### src/rtl/countdown_timer.sv
// BCD countdown timer: loads a clamped MM:SS:FF preset, decrements it on each
// frame tick while running, and raises an alarm when it reaches zero.
// One debounced push-button drives start / pause / acknowledge.
module countdown_timer (
  input  logic       clk,
  input  logic       rst,
  input  logic       tick,
  input  logic       btn_origin,
  input  logic       load,
  input  logic [3:0] pre_frm0,
  input  logic [3:0] pre_frm1,
  input  logic [3:0] pre_sec0,
  input  logic [3:0] pre_sec1,
  input  logic [3:0] pre_min0,
  input  logic [3:0] pre_min1,
  output logic [3:0] small_sec0,
  output logic [3:0] small_sec1,
  output logic [3:0] sec0,
  output logic [3:0] sec1,
  output logic [3:0] min0,
  output logic [3:0] min1,
  output logic       running,
  output logic       alarm,
  output logic       done_pulse
);

  typedef enum logic [1:0] {
    ST_IDLE  = 2'd0,
    ST_RUN   = 2'd1,
    ST_PAUSE = 2'd2,
    ST_DONE  = 2'd3
  } state_t;

  // Six BCD digits packed low to high: frm0, frm1, sec0, sec1, min0, min1.
  // Even positions are units digits (limit 9), odd positions tens (limit 5).

  // Clamp every digit of a raw preset to its field limit.
  function automatic logic [23:0] clamp_preset(input logic [23:0] raw);
    logic [23:0] res;
    logic [3:0]  lim;
    logic [3:0]  dig;
    res = 24'd0;
    for (int i = 0; i < 6; i++) begin
      lim = (i % 2 == 1) ? 4'd5 : 4'd9;
      dig = raw[i*4 +: 4];
      if (dig > lim) begin
        res[i*4 +: 4] = lim;
      end else begin
        res[i*4 +: 4] = dig;
      end
    end
    return res;
  endfunction

  // Subtract one frame with a borrow rippling from frm0 up to min1.
  function automatic logic [23:0] bcd_decrement(input logic [23:0] val);
    logic [23:0] res;
    logic [3:0]  lim;
    logic [3:0]  dig;
    logic        borrow;
    res    = val;
    borrow = 1'b1;
    for (int i = 0; i < 6; i++) begin
      lim = (i % 2 == 1) ? 4'd5 : 4'd9;
      dig = val[i*4 +: 4];
      if (borrow) begin
        if (dig == 4'd0) begin
          res[i*4 +: 4] = lim;
          borrow        = 1'b1;
        end else begin
          res[i*4 +: 4] = dig - 4'd1;
          borrow        = 1'b0;
        end
      end else begin
        res[i*4 +: 4] = dig;
      end
    end
    return res;
  endfunction

  state_t      r_state;
  state_t      w_state_next;
  logic        r_btn_delay;
  logic [23:0] r_digits;
  logic [23:0] r_preset;
  logic [23:0] w_digits_next;
  logic [23:0] w_preset_next;
  logic        r_running;
  logic        r_alarm;
  logic        r_done_pulse;

  logic        w_press;
  logic [23:0] w_preset_raw;
  logic [23:0] w_preset_clamped;
  logic [23:0] w_digits_dec;
  logic        w_digits_zero;
  logic        w_dec_zero;

  assign w_press          = btn_origin & ~r_btn_delay;
  assign w_preset_raw     = {pre_min1, pre_min0, pre_sec1, pre_sec0, pre_frm1, pre_frm0};
  assign w_preset_clamped = clamp_preset(w_preset_raw);
  assign w_digits_dec     = bcd_decrement(r_digits);
  assign w_digits_zero    = (r_digits == 24'd0);
  assign w_dec_zero       = (w_digits_dec == 24'd0);

  // Next-state, next-digit and next-preset decode for the control FSM.
  always_comb begin
    w_state_next  = r_state;
    w_digits_next = r_digits;
    w_preset_next = r_preset;
    case (r_state)
      ST_IDLE: begin
        if (load) begin
          // A load wins over a simultaneous press.
          w_preset_next = w_preset_clamped;
          w_digits_next = w_preset_clamped;
          w_state_next  = ST_IDLE;
        end else if (w_press && !w_digits_zero) begin
          w_state_next = ST_RUN;
        end else begin
          w_state_next = ST_IDLE;
        end
      end
      ST_RUN: begin
        if (tick) begin
          if (w_digits_zero) begin
            // Zero is never decremented; treat it as expired.
            w_state_next = ST_DONE;
          end else begin
            w_digits_next = w_digits_dec;
            if (w_dec_zero) begin
              w_state_next = ST_DONE;
            end else if (w_press) begin
              w_state_next = ST_PAUSE;
            end else begin
              w_state_next = ST_RUN;
            end
          end
        end else if (w_press) begin
          w_state_next = ST_PAUSE;
        end else begin
          w_state_next = ST_RUN;
        end
      end
      ST_PAUSE: begin
        if (load) begin
          w_preset_next = w_preset_clamped;
          w_digits_next = w_preset_clamped;
          w_state_next  = ST_IDLE;
        end else if (w_press) begin
          w_state_next = ST_RUN;
        end else begin
          w_state_next = ST_PAUSE;
        end
      end
      ST_DONE: begin
        if (w_press) begin
          // Acknowledge restores the last preset for another run.
          w_digits_next = r_preset;
          w_state_next  = ST_IDLE;
        end else begin
          w_state_next = ST_DONE;
        end
      end
      default: begin
        w_state_next  = ST_IDLE;
        w_digits_next = r_digits;
        w_preset_next = r_preset;
      end
    endcase
  end

  // FSM state register.
  always_ff @(posedge clk or negedge rst) begin
    if (!rst) begin
      r_state <= ST_IDLE;
    end else begin
      r_state <= w_state_next;
    end
  end

  // Delayed button level for rising-edge press detection.
  always_ff @(posedge clk or negedge rst) begin
    if (!rst) begin
      r_btn_delay <= 1'b0;
    end else begin
      r_btn_delay <= btn_origin;
    end
  end

  // Remaining-time digits and stored preset.
  always_ff @(posedge clk or negedge rst) begin
    if (!rst) begin
      r_digits <= 24'd0;
      r_preset <= 24'd0;
    end else begin
      r_digits <= w_digits_next;
      r_preset <= w_preset_next;
    end
  end

  // Registered status flags decoded from the state being entered.
  always_ff @(posedge clk or negedge rst) begin
    if (!rst) begin
      r_running    <= 1'b0;
      r_alarm      <= 1'b0;
      r_done_pulse <= 1'b0;
    end else begin
      r_running    <= (w_state_next == ST_RUN);
      r_alarm      <= (w_state_next == ST_DONE);
      r_done_pulse <= (w_state_next == ST_DONE) && (r_state != ST_DONE);
    end
  end

  assign small_sec0 = r_digits[3:0];
  assign small_sec1 = r_digits[7:4];
  assign sec0       = r_digits[11:8];
  assign sec1       = r_digits[15:12];
  assign min0       = r_digits[19:16];
  assign min1       = r_digits[23:20];
  assign running    = r_running;
  assign alarm      = r_alarm;
  assign done_pulse = r_done_pulse;

endmodule

### config.mk
export PLATFORM = sky130hd
export DESIGN_NAME = countdown_timer
export DESIGN_NICKNAME = d
export VERILOG_FILES = /design/src/rtl/countdown_timer.sv
export SDC_FILE = /design/constraint.sdc
export NUM_CORES = 1
export LEC_CHECK = 0
export BUFFER_PORTS_ARGS = -buffer_cell sky130_fd_sc_hd__buf_2
export CAP_MARGIN = 0
export CORE_MARGIN = 3
export CORE_UTILIZATION = 56
export CTS_CLUSTER_SIZE = 30
export DETAILED_ROUTE_END_ITERATION = 10
export GPL_ROUTABILITY_DRIVEN = 0
export PLACE_DENSITY = 0.77
export SKIP_CTS_REPAIR_TIMING = 1
export SLEW_MARGIN = 20
export SYNTH_ARGS = -nofsm -noshare
export SYNTH_HDL_FRONTEND = slang
export SYNTH_SLANG_ARGS = --single-unit
### constraint.sdc
create_clock -name clk -period 2.65 [get_ports clk]
set_input_delay 0.1325 -clock clk [delete_from_list [all_inputs] [get_ports clk]]
set_output_delay 0.1325 -clock clk [all_outputs]
set_load 0.005 [all_outputs]
==> summary.md <==
| Metric | Value |
|---|---|
| Outcome | finished, final reports clean |
| Worst Skew | roughly 0.0045 ns |
| Synth Cell Area | 0.003000 sq mm |
| Routed vias | ~2,900 |
| H-Tree Depth | 2 |
| DRT antenna net count | 0 |
| Worst hold-check path type | input port to flip-flop |
| Vias in the first global route | about 2,800 |
| Crit Reg-Reg Endpoint | running |
| Share of post-route cells with drive strength above 1 | a little under a quarter |
| Die X | 79.20 um |
| Final core occ | 66.80% |
| DR iter-0 viols | 282 |
| Max cap viols | 0 |
| Crit Path Max Fanout | 9 |
| CTS tree | done |
| Hold Fails Final Rpt | 0 |
| RR Startpoint | r_digits[0] |
| Root buf cell | clkbuf_8 |
| Nets | approximately 420 |
| Flop-to-flop setup slack | 0.44 ns |
| Antenna fix cells | 0 |
| Post-synthesis sequential area ratio | a little under half |
| Synth Flop Type | dfrtp_1 |
| Setup TNS | 0 ns |
| VDD IR-drop max | approximately 0.38 mV |
| Clock sinks | 54 |
| Final WL | 8025 um |
| Crit path largest cell delay | 0.50 ns |
| Register-to-Register Path Depth | 5 |
| Setup Crit Path Kind | flip-flop to flip-flop |
| RSZ-0062 raised after global routing | no |
| Delay-heaviest family, CP | simple AND/OR/NAND/NOR gates |
| Synth Register Bits | 54 |
| Grt total ovfl | 0 |
| Crit end category | flip-flop |
| Total number of yosys warnings | 0 |
| Place WS | approximately 0.51 ns |
| Worst Tran Pin Value | 0.6760 ns |
| Finished Cell Area | about 0.0034 sq mm |
| Slew headroom | about 55% |
| Chip Height | roughly 79 um |
| Pre-antenna DRT Iters | 7 |
| DRC | 0 |
| Syn Nets | between 300 and 400 |
| Initial cell density of the core | a little under 60% |
| Reg clk slew, reported paths | 0.09 ns |
| Count of cell types in the netlist | 56 |
| Critical Path Slowest Stage Cell | dfrtp_1 |
| Most common cell after layout, fill and taps aside | buf_2 |
| Placed Area | approximately 0.0033 sq mm |
| Number of buffers created by CTS | 5 |
| WP data required | about 2.9 ns |
| WP buf/inv | 0 |
| Power, Total | approximately 2.5 mW |
| Crit start category | flip-flop |
| Mean Syn Cell Area | approximately 9 sq um |
| IO Count | 56 |
| Synth area leaders | dfrtp_1 (45%), o21ai_0 (8.0%), nand2_1 (5.8%) |
| Commonest non-fill, non-tap cells in the layout | buf_2 (55), dfrtp_1 (54), o21ai_0 (48) |
| Final Slew Violations | 0 |
| Endpoints failing setup | 0 |
| Port buffer count | 55 |
| Final min period | 2.205 ns |
| Layout area overhead | 14.43% |
| P_leak | 1.538 nW |
| CP Depth | 5 |
| Routed length per instance | approximately 17 um |
| Via density | roughly 6.2 |
| GRT Total Usage | between 20 and 30% |
| Largest area contributor in the netlist | dfrtp_1 |
| Die area | roughly 0.0063 sq mm |
| Setup ws final | ~0.44 ns |
| Fin crit share | a little over four fifths |
| Post-synth ARST share | between 90% and 100% |
| Initial antenna violation count | 0 |
| Number of synthesized flops with an enable pin | 0 |
| Post-DP HPWL | roughly 5800 um |
| CP arrival | ~2.4 ns |
| Core area | between 0.005 and 0.006 sq mm |
| PwrDens | about 720 mW/mm^2 |
| Critical Path Sink | running |
| First-pass GRT wire length | ~13,000 um |
| Pin count of the biggest net entering global routing | 55 |
| Clk_lat worst skew | about 0.31 ns |
| Rows | 26 |
| Synth top area share | a little under half |
| Worst-path cell chain | nor4_4 -> nand3_1 -> nor2_1 -> o2111ai_1 -> and3_1 |
| Fmax | roughly 450 MHz |
| Clock Tree Buf Depth | 2 |
| Mapped Cells | between 300 and 400 |
| Critical Path Start | r_digits[0] |
-- sequential cells by signal, indices dropped and copies added (netlist names) --
signal       cells
done_pulse       1
alarm            1
r_btn_delay      1
r_state          2
running          1
r_digits        24
r_preset        24
-- routing by layer --
metal	track usage (%)	wire (um)
met3	5.102	518
met5	0	0
met2	44.61	3909
met1	36.22	3433
met4	10.14	163
-- layout make-up --
class	instances	area, sq um
clock buffers	7	86.33
clock inverters	1	5.005
fillers	465	1707
inverters	7	26.28
multi-input cells	258	1499
flip-flops and latches	54	1351
well taps	70	87.58
repair buffers	68	377.9
-- where the power goes --
part / internal (mW) / switching, mW
Combinational: 0.336 / 0.442
Sequential: 0.984 / 0.227
Clock: 0.211 / 0.263
-- synthesized netlist by cell type, types with 2 or more instances --
| master | instances |
|---|---|
| inv_1 | 6 |
| buf_6 | 2 |
| a22o_1 | 4 |
| o21a_1 | 4 |
| clkbuf_8 | 4 |
| nor2b_1 | 2 |
| or4_1 | 3 |
| a21oi_1 | 14 |
| mux2_2 | 3 |
| o2bb2ai_1 | 3 |
| clkbuf_1 | 11 |
| and3_2 | 2 |
| o22a_1 | 3 |
| a41oi_1 | 3 |
| nor2_1 | 33 |
| o2111ai_1 | 2 |
| and2_1 | 6 |
| a222oi_1 | 2 |
| a21o_1 | 2 |
| nand2_1 | 46 |
| nor3_1 | 11 |
| a31oi_1 | 8 |
| nand3_1 | 4 |
| o211a_1 | 2 |
| o31ai_1 | 6 |
| dfrtp_1 | 54 |
| nor4_1 | 3 |
| a211oi_1 | 5 |
| nand4_1 | 3 |
| nand2b_1 | 10 |
| a221oi_1 | 4 |
| o21ai_0 | 48 |
-- tightest hold or removal path, cell delays in order --
cell     delay (ns)
buf_2          0.11
nand2_1        0.05
o21ai_0        0.06
-- kinds of logic after synthesis --
group                  synth area share (%)
buffers and inverters                 5.004
multiplexers                          1.126
AO/OA/AOI/OAI                         26.19
flip-flops                            45.04
AND/OR/NAND/NOR                       22.64
-- metrics by stage --
stage                     instances  hold WS (ns)
after floorplan                 337       -0.1631
after global placement          455        0.2648
after detailed placement        455        0.2686
after CTS                       463      -0.05405
after global routing            465       0.09968
final                           465       0.08218
-- how the worst min path moves through the flow --
| stage | from | to | slack (ns) | cells after the start |
|---|---|---|---|---|
| 2_1_floorplan | rst | alarm | -0.16 | 0 |
| 3_3_place_gp | btn_origin | r_btn_delay | 0.26 | 1 |
| 4_1_cts | btn_origin | r_btn_delay | -0.05 | 1 |
| 6_report | pre_min1[1] | r_preset[21] | 0.08 | 3 |
| 3_5_place_dp | btn_origin | r_btn_delay | 0.27 | 1 |
| 5_1_grt | pre_frm0[3] | r_preset[3] | 0.1 | 2 |
(Power assumes the default switching activity.)
